**src/rtl/tick_scheduler_pkg.sv**
```systemverilog
// rtl/tick_scheduler_pkg.sv - shared state encoding and defaults for the tick scheduler
package tick_scheduler_pkg;

    typedef enum logic [1:0] {
        ST_IDLE = 2'd0,
        ST_RUN  = 2'd1,
        ST_HOLD = 2'd2
    } sched_state_e;

    localparam int CW_DEFAULT = 16;

endpackage

```
**src/rtl/tick_channel.sv**
```systemverilog
// rtl/tick_channel.sv - one divided clock-enable channel with shadowed divisor/enable config
module tick_channel
    import tick_scheduler_pkg::*;
#(
    parameter int             CW      = CW_DEFAULT,
    parameter logic [CW-1:0]  DEF_DIV = 2
) (
    input  logic          clk,
    input  logic          rst,
    input  logic          wr,
    input  logic [CW-1:0] wr_div,
    input  logic          wr_en,
    input  logic          step,
    input  logic          clear,
    input  logic          resync,
    input  logic          idle,
    input  logic          idle_next,
    output logic          tick,
    output logic          phase,
    output logic          apply
);

    logic [CW-1:0] div, sh_div, cnt;
    logic          en, sh_en, pending;

    logic          active, wrap, pend_nxt, sh_en_nxt, en_nxt, phase_nxt;
    logic [CW-1:0] sh_div_nxt, div_nxt, cnt_nxt;

    always_comb begin
        active     = en && (div != '0);
        wrap       = step && active && !clear && (cnt == div - 1'b1);
        pend_nxt   = wr || pending;
        sh_div_nxt = wr ? wr_div : sh_div;
        sh_en_nxt  = wr ? wr_en : sh_en;
        // A silent channel has no period to finish, so its config lands at once.
        apply      = pend_nxt && (resync || idle || !active || wrap);
        div_nxt    = apply ? sh_div_nxt : div;
        en_nxt     = apply ? sh_en_nxt : en;
        cnt_nxt    = cnt;
        if (clear || wrap) begin
            cnt_nxt = '0;
        end else if (step && active) begin
            cnt_nxt = cnt + 1'b1;
        end
        phase_nxt  = !idle_next && en_nxt && (div_nxt != '0) && (cnt_nxt < (div_nxt >> 1));
    end

    always_ff @(posedge clk) begin
        if (rst) begin
            div     <= DEF_DIV;
            en      <= 1'b0;
            sh_div  <= DEF_DIV;
            sh_en   <= 1'b0;
            pending <= 1'b0;
            cnt     <= '0;
            tick    <= 1'b0;
            phase   <= 1'b0;
        end else begin
            div     <= div_nxt;
            en      <= en_nxt;
            sh_div  <= sh_div_nxt;
            sh_en   <= sh_en_nxt;
            pending <= pend_nxt && !apply;
            cnt     <= cnt_nxt;
            tick    <= wrap;
            phase   <= phase_nxt;
        end
    end

endmodule

```
**src/rtl/tick_scheduler.sv**
```systemverilog
// rtl/tick_scheduler.sv - shared prescaler, run/hold FSM and NCH programmable tick channels
module tick_scheduler
    import tick_scheduler_pkg::*;
#(
    parameter int             NCH     = 4,
    parameter logic [15:0]    PRE_DIV = 16'd100,
    parameter int             CW      = CW_DEFAULT,
    parameter logic [CW-1:0]  DEF_DIV = 2,
    localparam int            SW      = $clog2(NCH)
) (
    input  logic           clk,
    input  logic           rst,
    input  logic           start,
    input  logic           stop,
    input  logic           resync,
    input  logic           cfg_we,
    input  logic [SW-1:0]  cfg_sel,
    input  logic [CW-1:0]  cfg_div,
    input  logic           cfg_en,
    output logic           cfg_ack,
    output logic           base_tick,
    output logic [NCH-1:0] tick,
    output logic [NCH-1:0] phase,
    output logic           running
);

    sched_state_e state, state_nxt;
    logic [15:0]  pre_cnt;
    logic [31:0]  sel_ext;
    logic [NCH-1:0] apply_vec;
    logic         run_adv, enter_idle, clear, pre_wrap;

    always_comb begin
        state_nxt = state;
        case (state)
            ST_IDLE: if (!stop && start) state_nxt = ST_RUN;
            ST_RUN:  if (stop) state_nxt = ST_HOLD;
            ST_HOLD: begin
                if (stop) state_nxt = ST_IDLE;
                else if (start) state_nxt = ST_RUN;
            end
            default: state_nxt = ST_IDLE;
        endcase
    end

    // The prescaler only counts cycles that stay in RUN, so base_tick never lands in HOLD.
    assign run_adv    = (state == ST_RUN) && !stop;
    assign enter_idle = (state == ST_HOLD) && stop;
    assign clear      = resync || enter_idle;
    assign pre_wrap   = (pre_cnt == PRE_DIV - 16'd1);
    assign sel_ext    = 32'(cfg_sel);
    assign running    = (state == ST_RUN);

    always_ff @(posedge clk) begin
        if (rst) begin
            state     <= ST_IDLE;
            pre_cnt   <= '0;
            base_tick <= 1'b0;
            cfg_ack   <= 1'b0;
        end else begin
            state     <= state_nxt;
            base_tick <= run_adv && pre_wrap && !resync;
            cfg_ack   <= |apply_vec;
            if (clear) begin
                pre_cnt <= '0;
            end else if (run_adv) begin
                pre_cnt <= pre_wrap ? 16'd0 : pre_cnt + 16'd1;
            end
        end
    end

    // Out-of-range cfg_sel matches no channel and is silently dropped.
    for (genvar g = 0; g < NCH; g++) begin : g_ch
        tick_channel #(
            .CW      (CW),
            .DEF_DIV (DEF_DIV)
        ) u_ch (
            .clk       (clk),
            .rst       (rst),
            .wr        (cfg_we && (sel_ext == g)),
            .wr_div    (cfg_div),
            .wr_en     (cfg_en),
            .step      (base_tick),
            .clear     (clear),
            .resync    (resync),
            .idle      (state == ST_IDLE),
            .idle_next (state_nxt == ST_IDLE),
            .tick      (tick[g]),
            .phase     (phase[g]),
            .apply     (apply_vec[g])
        );
    end

endmodule

```
**config.mk**
```make
export PLATFORM = sky130hd
export DESIGN_NAME = tick_scheduler
export DESIGN_NICKNAME = d
export VERILOG_FILES = /design/src/rtl/tick_scheduler_pkg.sv /design/src/rtl/tick_channel.sv /design/src/rtl/tick_scheduler.sv
export SDC_FILE = /design/constraint.sdc
export NUM_CORES = 1
export LEC_CHECK = 0
export BUFFER_PORTS_ARGS = -buffer_cell sky130_fd_sc_hd__buf_2
export CORE_UTILIZATION = 25
export CTS_CLUSTER_SIZE = 40
export DETAILED_ROUTE_END_ITERATION = 8
export RECOVER_POWER = 50
export SYNTH_ARGS = -nofsm -noshare
export SYNTH_HDL_FRONTEND = slang
export SYNTH_SLANG_ARGS = --single-unit
```
**constraint.sdc**
```tcl
create_clock -name clk -period 5 [get_ports clk]
set_input_delay 0.25 -clock clk [delete_from_list [all_inputs] [get_ports clk]]
set_output_delay 0.25 -clock clk [all_outputs]
set_load 0.02 [all_outputs]
```
; Word-level counts from Yosys, hierarchy flattened
; Index checks and enable logic that the tools add are counted.
[classes]
n_addsub = 9
magnitude_cmp = 4
eq_ne = 10
n_mux = 30
reduce_logical = 88
[op_table]
columns = operator, count
row1 = $mux 16, 17
row2 = $reduce_bool 16->1, 8
row3 = $add 16x1->16 const B, 5
row4 = $eq 16x16->1, 4
row5 = $lt 16x15->1, 4
row6 = $sub 16x1->16 const B, 4
row7 = $logic_and 1x1->1, 45
row8 = $logic_not 32->1, 1
row9 = $logic_or 1x1->1, 18
row10 = $eq 16x7->1 const B, 1
row11 = $logic_not 1->1, 12
row12 = $mux 1, 8
row13 = $mux 2, 4
row14 = $eq 2x2->1 const B, 3
row15 = $pmux 2 s3, 1
row16 = $eq 2x1->1 const B, 2
row17 = $logic_not 2->1, 2
row18 = $reduce_or 4->1, 1
row19 = $reduce_or 2->1, 1
[totals]
reg_bits = 232
in_bits = 25
out_inout_bits = 11
wordCells = 177

; Depth between registers and ports, before layout
; Gate-level depths: netlist (run 1).
[logic_depth]
ltp_word = 12
depth_mapped = 22
mapped_depth_nobuf = 19

; By module
; A second synthesis (run 1) with hierarchy kept.
[hier_totals]
cells_unflattened = 1580
hier_area_um2 = 14157.3
[by_module_without_submodules]
columns = module, n_inst, cells_each, area_per_inst_um2, seq_area_each_um2
row1 = tick_channel (g_ch[0].u_ch ...), 2, 369, 3280.6, 1061.0
row2 = tick_channel (g_ch[1].u_ch ...), 2, 363, 3253.1, 1061.0
row3 = tick_scheduler, 1, 116, 1089.8, 400.4

; Least setup slack after synthesis (run 1)
; No wires, ideal clock.
[synth_path]
path_kind = register to register
start = register g_ch[3].u_ch.div[8]
end = register g_ch[3].u_ch.phase
setup_ns = 0.086
arrival_time_ns = 4.788
t_required_ns = 4.914
setup_slack_ns = 0.126
path_stages_with_launch = 20
n_path_buf = 3
synth_period_minus_slack_ns = 4.874
cell_sequence = dfxtp_1 > clkbuf_1 > or4_4 > or4_1 > a2111o_1 > a22oi_1 > nand4b_1 > a21oi_1 > buf_4 > buf_4 > mux2i_1 > ha_1 > o21a_1 > nor2_1 > nor3_1 > a2111oi_0 > o221ai_1 > a21oi_1 > or4b_1 > a211oi_1
[synth_between]
elab_chain_len = 11
word_cells_on_any_way = 21
classes_between = add/sub: 1 / order compare: 1 / eq/ne: 1 / mux: 4 / reduce/logical: 14
[synth_lines]
columns = item, line_no
row1 = from (decl), tick_channel.sv:23  ; logic [CW-1:0] div, sh_div, cnt;
row2 = from (signal assigned), tick_channel.sv:59  ; div <= div_nxt;
row3 = "parallel branches: the longest is 10 deep, another holds $sub 16x1->16", --
row4 = $logic_and 1x1->1 (*), tick_channel.sv:45  ; phase_nxt = !idle_next && en_nxt && (div_nxt != '0) && (cnt_nxt < (div_nxt >> 1));
row5 = to (signal assigned), tick_channel.sv:66  ; phase <= phase_nxt;
row6 = to (decl), tick_channel.sv:19  ; output logic phase,
; Every way passes the cells marked *.
; A chain may end at the register's enable or synchronous reset.

; Worst setup path in the final report (run 1)
[layout_path]
start = register g_ch[2].u_ch.div[10]
end = register g_ch[2].u_ch.phase
[layout_between]
elab_chain_len = 11
word_cells_on_any_way = 21
classes_between = add/sub: 1 / order compare: 1 / eq/ne: 1 / mux: 4 / reduce/logical: 14
[layout_lines]
columns = item, line_no
row1 = from (decl), tick_channel.sv:23
row2 = from (signal assigned), tick_channel.sv:59
row3 = "parallel branches: the longest is 10 deep, another holds $sub 16x1->16", --
row4 = $logic_and 1x1->1 (*), tick_channel.sv:45
row5 = to (signal assigned), tick_channel.sv:66
row6 = to (decl), tick_channel.sv:19
; Marked as above.

==> results of run 1 <==
==> metal layers <==
metal	routed length [um]	part of all wire (%)	track usage [%]
met1	19400	47	19.6
met2	18400	45	23.1
met3	2280	5.6	2.32
met4	1040	2.5	4.09
met5	30	0.073	0
==> stage by stage <==
step / instances / area (um^2) / worst slack, ns / hold slack, ns / util [%]
after floorplan: 1602 / 13800 / 0.126 / 0.329 / -
after global placement: 2319 / 15100 / 0.101 / 0.488 / 27.8
after detailed placement: 2319 / 15100 / 0.0204 / 0.490 / 27.8
after CTS: 2371 / 16100 / 0.00155 / 0.0216 / 29.7
after global routing: 2379 / 16400 / -0.0203 / 0.0515 / 30.2
final: 2379 / 16400 / 0.164 / 0.0540 / 30.2
==> worst min-delay path, cell delays in order <==
cell and delay (ns):
buf_2 0.11, a21oi_1 0.07, nor3_1 0.12
==> cells in the mapped netlist (16+ instances only) <==
cell type and instances:
xor2_1 78, nand2_1 66, a21oi_1 30, a21o_1 39, nor4_1 34, nand4_1 41
o21ai_0 23, clkbuf_1 69, nor3_1 95, mux2_2 63, nor2_1 205, and2_1 63
and3_1 16, xnor2_1 69, mux2i_1 65, nand3_1 47, ha_1 69, a211oi_1 43
inv_1 44, dfxtp_1 232
==> area by class of cell <==
| cell class | count | area [um^2] | share of cell area (%) |
|---|---|---|---|
| clock buffer | 35 | 736 | 4.49 |
| tap | 696 | 871 | 5.32 |
| multi-input combinational | 1232 | 8770 | 53.5 |
| clock inverter | 15 | 297 | 1.81 |
| timing repair buffer | 125 | 891 | 5.44 |
| inverter | 44 | 165 | 1.01 |
| sequential | 232 | 4650 | 28.4 |
==> cells by family (layout without fill, tap and decap cells) <==
logic type / after synthesis / count (layout) / share of synthesized area [%]
simple gates: 674 / 674 / 25.4
compound gates: 213 / 213 / 11.0
buf+inv: 138 / 219 / 4.32
xor+xnor: 147 / 147 / 9.35
mux: 129 / 129 / 9.96
fa+ha+maj: 69 / 69 / 6.27
flops: 232 / 232 / 33.7
==> sequential cells by signal, indices dropped and copies added (netlist names) <==
name,flops
g_ch.u_ch.cnt,64
g_ch.u_ch.div,64
g_ch.u_ch.sh_div,64
pre_cnt,16
g_ch.u_ch.en,4
g_ch.u_ch.pending,4
g_ch.u_ch.phase,4
g_ch.u_ch.sh_en,4
g_ch.u_ch.tick,4
state,2
base_tick,1
cfg_ack,1
==> what timing repair did <==
item                       in CTS  in global routing
resized for setup               0                 41
setup endpoints to repair       0                  4
hold buffers                    2                  0
buffers inserted                0                  7
hold endpoints to repair        2                  0
==> layout by cell type, fill, tap and decap left out, types with 12 or more instances in the layout <==
master	instances
a21oi_1	28
nor2_1	205
and2_1	44
o211ai_1	12
a211oi_1	41
nand2_1	64
nand3_1	47
buf_2	25
clkbuf_16	28
o21ai_0	22
clkbuf_1	17
nand2b_1	12
and4_1	14
ha_1	67
or4_1	13
or3_1	12
buf_4	82
xor2_1	78
inv_1	44
nor2b_1	12
and2_0	19
a21o_1	39
mux2_2	61
nand4_1	41
mux2i_1	54
dfxtp_1	231
nor4_1	31
nor3_1	95
xnor2_1	69
and3_1	16
==> worst paths after layout <==
check / start / end / slack (ns) / cells after the start
worst max register to register: g_ch[2].u_ch.div[10] / g_ch[2].u_ch.phase / 0.16 / 14
worst min-delay path: start / state[0] / 0.05 / 3
worst max-delay path: g_ch[2].u_ch.div[10] / g_ch[2].u_ch.phase / 0.16 / 14
worst min register to register: g_ch[3].u_ch.sh_en / g_ch[3].u_ch.sh_en / 0.51 / 2
==> where the power goes <==
group          leakage [nW]  total, mW  internal [mW]  switching (mW)
logic                  4.06      0.453          0.182           0.270
clock network         0.503       2.30           1.46           0.845
registers              1.88       1.91           1.88          0.0275
==> results.tsv, run 1 <==
metric	value	unit
synth.area.top_cells	dfxtp_1, ha_1, nor2_1	
path_max_fanout	8	
powerDensity	285	nW/um^2
io_pins	36	
drtPass1Iterations	5	
syn_inst	1602	
area_growth	18.9	%
track_usage	14.3	%
fin_skew	0.0214	ns
total_power	4.66	mW
first_iter_violations	876	
crit_path_max_incr_delay	0.67	ns
antenna_found_initial	3	
synthesis.nets	1696	
drcViolationCount	0	
grt.overflow.total	0	
clock-sinks	232	
fmax	207	MHz
setup_viol	0	
outcome	finished with violations	
finalSetupTns	0	ns
drive_gt1_share	15.7	%
worstPathRequired	5.40	ns
fp.dieH	237	um
initial_core_util	25.4	%
clkLatencyLatePin	0.56	ns
yosys_warnings	0	
synth_area_leader_cell	dfxtp_1	
syn_area	13800	um^2
critPathLaunchType	flip-flop	
wl_per_cell	17.3	um
ys_seq_area_share	33.7	%
grt_pass1_vias	11900	
synth_async_sr_flop_share	0	%
p_leak	6.44	nW
hold_viol	0	
worstSetupPathType	flip-flop to flip-flop	
cts_inserted_buffers	27	
synthDominantCellAreaShare	33.7	%
cp-end-kind	flip-flop	
cts_root_buf	clkbuf_16	
worstPathBufferInverterCount	1	
synthDistinctLibCells	69	
min_period	4.84	ns
coreArea	54100	um^2
slew_viol_final	64	
crit_chain	or3_1 > or3_1 > a2111oi_0 > o2111a_1 > nand4_1 > a41oi_2 > buf_4 > mux2i_1 > ha_1 > a21o_1 > a21oi_1 > a211oi_1 > and4_1 > a2111oi_1	
ys.flop_type	dfxtp_1	
violations	max-capacitance violations, max-slew violations	
vias	12000	
avgSynthCellArea	8.60	um^2
cts-htree-levels	1	
synth_seq_cells	232	
row_count	85	
tritoncts	yes	
via_per_inst	5.06	
crit_top_cell	or3_1	
worstMarginPinSlew	2.24	ns
clock_path_buffers	3	
synth_edf_count	0	
io_buffer_count	35	
fill_cells	5657	
num_antenna_cells	0	
grt_pass1_wl	65.0	mm
nets	1756	
drv_cap	1	
finalWirelength	41.1	mm
arrival	5.24	ns
path_delay_family	compound AO/OA/AOI/OAI gates	
die_width	237	um
clk_transition_reported_paths	0.06	ns
ant_nets	0	
dp.final_hpwl	30.8	mm
slew_headroom	-49.6	%
crit_slowest_cell	a2111oi_0	
peakVddDrop	0.000280	V
gp_congestion	0.916	
rsz0062_at_grt	yes	
hold_path.class	primary input to flip-flop	
finalCritPeriodShare	96.7	%
grt_max_degree	79	
die_area	56000	um^2
(Power assumes the default switching activity.)
==> inputs of run 2 (changes only) <==
==> constraint.sdc (replaced) <==
create_clock -name clk -period 5 [get_ports clk]
set_input_delay 0 -clock clk [delete_from_list [all_inputs] [get_ports clk]]
set_output_delay 0 -clock clk [all_outputs]
set_load 0.02 [all_outputs]
==> results.tsv, run 2 (synthesized netlist as in run 1, its figures left out) <==
metric	value	unit
outcome	finished with violations	
violations	max-capacitance violations, max-slew violations	
critPathLaunchType	flip-flop	
r2r-end	g_ch[3].u_ch.phase	
path_max_fanout	19	
io_buffer_count	35	
wl_per_cell	16.9	um
p_leak	6.44	nW
fmax	204	MHz
arrival	5.39	ns
antenna_found_initial	1	
drv_cap	1	
regToRegSetupSlack	0.1	ns
holdPathEnd	g_ch[3].u_ch.pending	
dp.final_hpwl	30.6	mm
grt_pass1_vias	11700	
cts_inserted_buffers	27	
row_count	85	
layout_commonest_cell	dfxtp_1	
fin_skew	0.0165	ns
cts_root_buf	clkbuf_16	
track_usage	14.2	%
min_from	cfg_sel[0]	
coreArea	54100	um^2
r2r_cells	17	
clkLatencyLatePin	0.58	ns
rsz0062_at_grt	yes	
worstMarginPinSlew	2.78	ns
slew_headroom	-85.2	%
drtPass1Iterations	5	
reg_top3	g_ch.u_ch.cnt: 64 flops, g_ch.u_ch.div: 64 flops, g_ch.u_ch.sh_div: 64 flops	
crit_chain	or4_4 > or4_1 > a2111o_1 > a22oi_2 > nand4b_1 > a21oi_2 > buf_12 > mux2i_2 > ha_1 > nand4_1 > or2_2 > nor3_1 > a2111oi_1 > o221ai_1 > a21oi_1 > or4b_1 > a211oi_2	
peakVddDrop	0.000243	V
clk_transition_reported_paths	0.06	ns
io_pins	36	
initial_core_util	25.4	%
die_width	237	um
clock-sinks	232	
grt_pass1_wl	64.1	mm
gp_congestion	0.931	
nets	1767	
clock_path_buffers	3	
hold_path.class	primary input to flip-flop	
cp-end-kind	flip-flop	
ant_nets	0	
worstPathRequired	5.49	ns
grt.overflow.total	0	
crit_path_max_incr_delay	0.58	ns
reg2reg_from	g_ch[3].u_ch.div[9]	
crit_slowest_cell	or4_4	
finalWirelength	40.3	mm
via_per_inst	5.02	
layout_common_cells	dfxtp_1, nor2_1, nor3_1, xor2_1, buf_4	
cts-htree-levels	1	
finalCritPeriodShare	98.0	%
slew_viol_final	59	
setup_viol	0	
powerDensity	285	nW/um^2
grt_max_degree	72	
min_period	4.90	ns
min_path_cells	3	
vias	12000	
die_area	56000	um^2
fin_util	30.2	%
drcViolationCount	0	
tritoncts	yes	
fp.dieH	237	um
area_growth	18.7	%
finalSetupTns	0	ns
worstSetupPathType	flip-flop to flip-flop	
drive_gt1_share	14.3	%
first_iter_violations	832	
hold_viol	0	
num_antenna_cells	0	
run 2: changes by cell type in the layout (fill, tap and decap cells not counted), sizes merged:
| cell | previous run | this run |
|---|---|---|
| clkinv | 5 | 6 |
| clkinvlp | 1 | 4 |
| clkbuf | 48 | 44 |
| buf | 110 | 99 |
| dlygate4sd3 | 2 | 23 |
| inv | 45 | 46 |
run 2: metrics by stage:
stage / area (um^2) / hold slack (ns) / power (mW) / std cells / worst slack [ns]
after floorplan: 13800 / 0.0792 / 2.22 / 1602 / 0.126
after global placement: 15000 / 0.247 / 2.37 / 2316 / 0.0430
after detailed placement: 15000 / 0.255 / 2.38 / 2316 / -0.0365
after CTS: 16300 / 0.0393 / 4.70 / 2389 / 0.0163
after global routing: 16300 / 0.0792 / 4.82 / 2390 / -0.203
final: 16300 / 0.0561 / 4.65 / 2390 / 0.0979
run 2: repair_timing:
item / CTS / global route
endpoints found under the setup margin: 2 / 4
pin swaps: 0 / 2
gates resized for setup: 2 / 16
endpoints found under the hold margin: 95 / 0
hold buffers: 23 / 0
setup buffers: 0 / 1
run 2: final cells by class:
cell class / count / area (um^2)
Multi-Input combinational cell: 1232 / 8620
Fill cell: 5672 / 37800
Timing Repair Buffer: 136 / 1010
Inverter: 44 / 165
Clock buffer: 30 / 697
Clock inverter: 20 / 340
Sequential cell: 232 / 4640
Tap cell: 696 / 871
run 2: routing by layer:
| layer | global-route usage [%] | up-vias | share of wire (%) |
|---|---|---|---|
| met2 | 22.6 | 272 | 44 |
| met5 | 0 | - | 0.030 |
| met4 | 4.01 | 2 | 2.6 |
| li1 | - | 5869 | - |
| met1 | 19.6 | 5782 | 47 |
| met3 | 2.42 | 67 | 5.4 |
run 2: worst max path at each step:
stage               slack, ns                  to                start
CTS                      0.02  g_ch[3].u_ch.phase  g_ch[3].u_ch.div[9]
floorplan                0.13  g_ch[3].u_ch.phase  g_ch[3].u_ch.div[8]
global route            -0.20  g_ch[3].u_ch.phase  g_ch[3].u_ch.div[8]
finish                    0.1  g_ch[3].u_ch.phase  g_ch[3].u_ch.div[9]
global placement         0.04  g_ch[2].u_ch.phase  g_ch[2].u_ch.div[4]
detailed placement      -0.04  g_ch[3].u_ch.phase  g_ch[3].u_ch.div[9]
run 2: where the power goes:
group	total [mW]	internal, mW	switching [mW]
Clock	2.29	1.43	0.863
Sequential	1.91	1.88	0.0276
Combinational	0.451	0.185	0.265
run 2: critical path: cells and delay by family (launching register included):
kind | cells | cell delay (ns)
AO/OA/AOI/OAI | 7 | 1.79
buffers and inverters | 1 | 0.20
adder cells (fa/ha/maj) | 1 | 0.28
flip-flops | 1 | 0.31
multiplexers | 1 | 0.26
AND/OR/NAND/NOR | 7 | 1.98
==> inputs of run 3 (changes only) <==
Settings changed: RECOVER_POWER 50 to 25.
==> results.tsv, run 3 (synthesized netlist as in run 1, its figures left out) <==
metric	value	unit
cts_root_buf	clkbuf_16	
clk_transition_reported_paths	0.06	ns
hold_viol	0	
io_pins	36	
nets	1767	
min_period	4.89	ns
finalCritPeriodShare	97.9	%
via_per_inst	5.05	
peakVddDrop	0.000242	V
finalWirelength	40.3	mm
clkLatencyLatePin	0.58	ns
p_leak	6.45	nW
crit_slowest_cell	or4_4	
holdPathEnd	g_ch[3].u_ch.pending	
powerDensity	285	nW/um^2
reg2reg_from	g_ch[3].u_ch.div[9]	
fp.dieH	237	um
vias	12100	
die_area	56000	um^2
multi_input_area	8620	um^2
gp_congestion	0.931	
cp-end-kind	flip-flop	
arrival	5.38	ns
fmax	204	MHz
grt_pass1_vias	11700	
clock_path_buffers	3	
crit_chain	or4_4 > or4_1 > a2111o_1 > a22oi_2 > nand4b_1 > a21oi_2 > buf_12 > mux2i_1 > ha_1 > nand4_1 > or2_2 > nor3_1 > a2111oi_1 > o221ai_1 > a21oi_1 > or4b_1 > a211oi_2	
wl_per_cell	16.9	um
finalSetupTns	0	ns
worstSetupPathType	flip-flop to flip-flop	
coreArea	54100	um^2
layout_commonest_cell	dfxtp_1	
worstPathRequired	5.49	ns
layout_common_cells	dfxtp_1, nor2_1, nor3_1, xor2_1, buf_4	
reg_top3	g_ch.u_ch.cnt: 64 flops, g_ch.u_ch.div: 64 flops, g_ch.u_ch.sh_div: 64 flops	
cts-htree-levels	1	
initial_core_util	25.4	%
clock-sinks	232	
antenna_found_initial	1	
die_width	237	um
fin_skew	0.0178	ns
path_max_fanout	19	
fill_cells	5670	
grt_max_degree	72	
regToRegSetupSlack	0.11	ns
dp.final_hpwl	30.6	mm
critPathLaunchType	flip-flop	
crit_path_max_incr_delay	0.58	ns
seq_area	4640	um^2
tritoncts	yes	
violations	max-capacitance violations, max-slew violations	
outcome	finished with violations	
grt_pass1_wl	64.1	mm
worstMarginPinSlew	2.82	ns
row_count	85	
cts_inserted_buffers	27	
total_power	4.66	mW
drive_gt1_share	14.4	%
drcViolationCount	0	
num_antenna_cells	0	
drv_cap	1	
setup_viol	0	
area_growth	18.7	%
r2r-end	g_ch[3].u_ch.phase	
drtPass1Iterations	5	
track_usage	14.2	%
io_buffer_count	35	
first_iter_violations	884	
slew_viol_final	59	
min_path_cells	3	
slew_headroom	-87.7	%
hold_path.class	primary input to flip-flop	
rsz0062_at_grt	yes	
min_from	cfg_sel[0]	
grt.overflow.total	0	
ant_nets	0	
r2r_cells	17	
==> run 3: changes by cell type in the layout (fill, tap and decap cells not counted), sizes merged <==
cell	delta
buf	+1
clkbuf	-1
==> run 3: worst max-delay path by stage <==
stage / start / endpoint / slack (ns) / cells past startpoint
finish: g_ch[3].u_ch.div[9] / g_ch[3].u_ch.phase / 0.11 / 17
global route: g_ch[3].u_ch.div[8] / g_ch[3].u_ch.phase / -0.20 / 17
CTS: g_ch[3].u_ch.div[9] / g_ch[3].u_ch.phase / 0.02 / 17
detailed placement: g_ch[3].u_ch.div[9] / g_ch[3].u_ch.phase / -0.04 / 16
global placement: g_ch[2].u_ch.div[4] / g_ch[2].u_ch.phase / 0.04 / 16
floorplan: g_ch[3].u_ch.div[8] / g_ch[3].u_ch.phase / 0.13 / 19
==> run 3: area by class of cell <==
type                       instances  share of cell area, %
inverter                          44                   1.01
multi-input combinational       1232                   52.7
clock inverter                    20                   2.08
timing repair buffer             136                   6.18
clock buffer                      30                   4.26
tap                              696                   5.33
sequential                       232                   28.4
==> run 3: critical path, delay by kind of cell (launching register included) <==
family | cells | cell delay, ns
AND/OR/NAND/NOR | 7 | 1.96
adder cells (fa/ha/maj) | 1 | 0.27
multiplexers | 1 | 0.28
buffers and inverters | 1 | 0.20
flip-flops | 1 | 0.31
AO/OA/AOI/OAI | 7 | 1.77
==> run 3: per-stage QoR <==
step / util [%] / cell area, um^2 / setup WS, ns / std cells / hold slack, ns
after global placement: 27.8 / 15000 / 0.0430 / 2316 / 0.247
after global routing: 30.2 / 16300 / -0.203 / 2390 / 0.0792
final: 30.2 / 16300 / 0.107 / 2390 / 0.0559
after floorplan: - / 13800 / 0.126 / 1602 / 0.0792
after CTS: 30.1 / 16300 / 0.0163 / 2389 / 0.0393
after detailed placement: 27.8 / 15000 / -0.0365 / 2316 / 0.255
==> run 3: power breakdown <==
part	total, mW	internal (mW)	switching [mW]
registers	1.91	1.88	0.0277
logic	0.451	0.186	0.265
clock network	2.30	1.43	0.867
total	4.66	3.50	1.16
==> run 3: layer usage <==
metal,share of wire [%],vias to the layer above,track usage (%),wire length (um)
met1,47,5819,19.6,19000
met3,5.7,63,2.42,2310
met4,2.5,2,4.01,1030
met2,45,307,22.6,18000
met5,0.030,-,0,12
li1,-,5870,-,-
==> run 3: what timing repair did <==
action	CTS	global route
buffers inserted	0	1
endpoints found under the setup margin	2	4
resized for setup	2	16
hold endpoints to repair	95	0
pin swaps	0	2
hold buffers	23	0
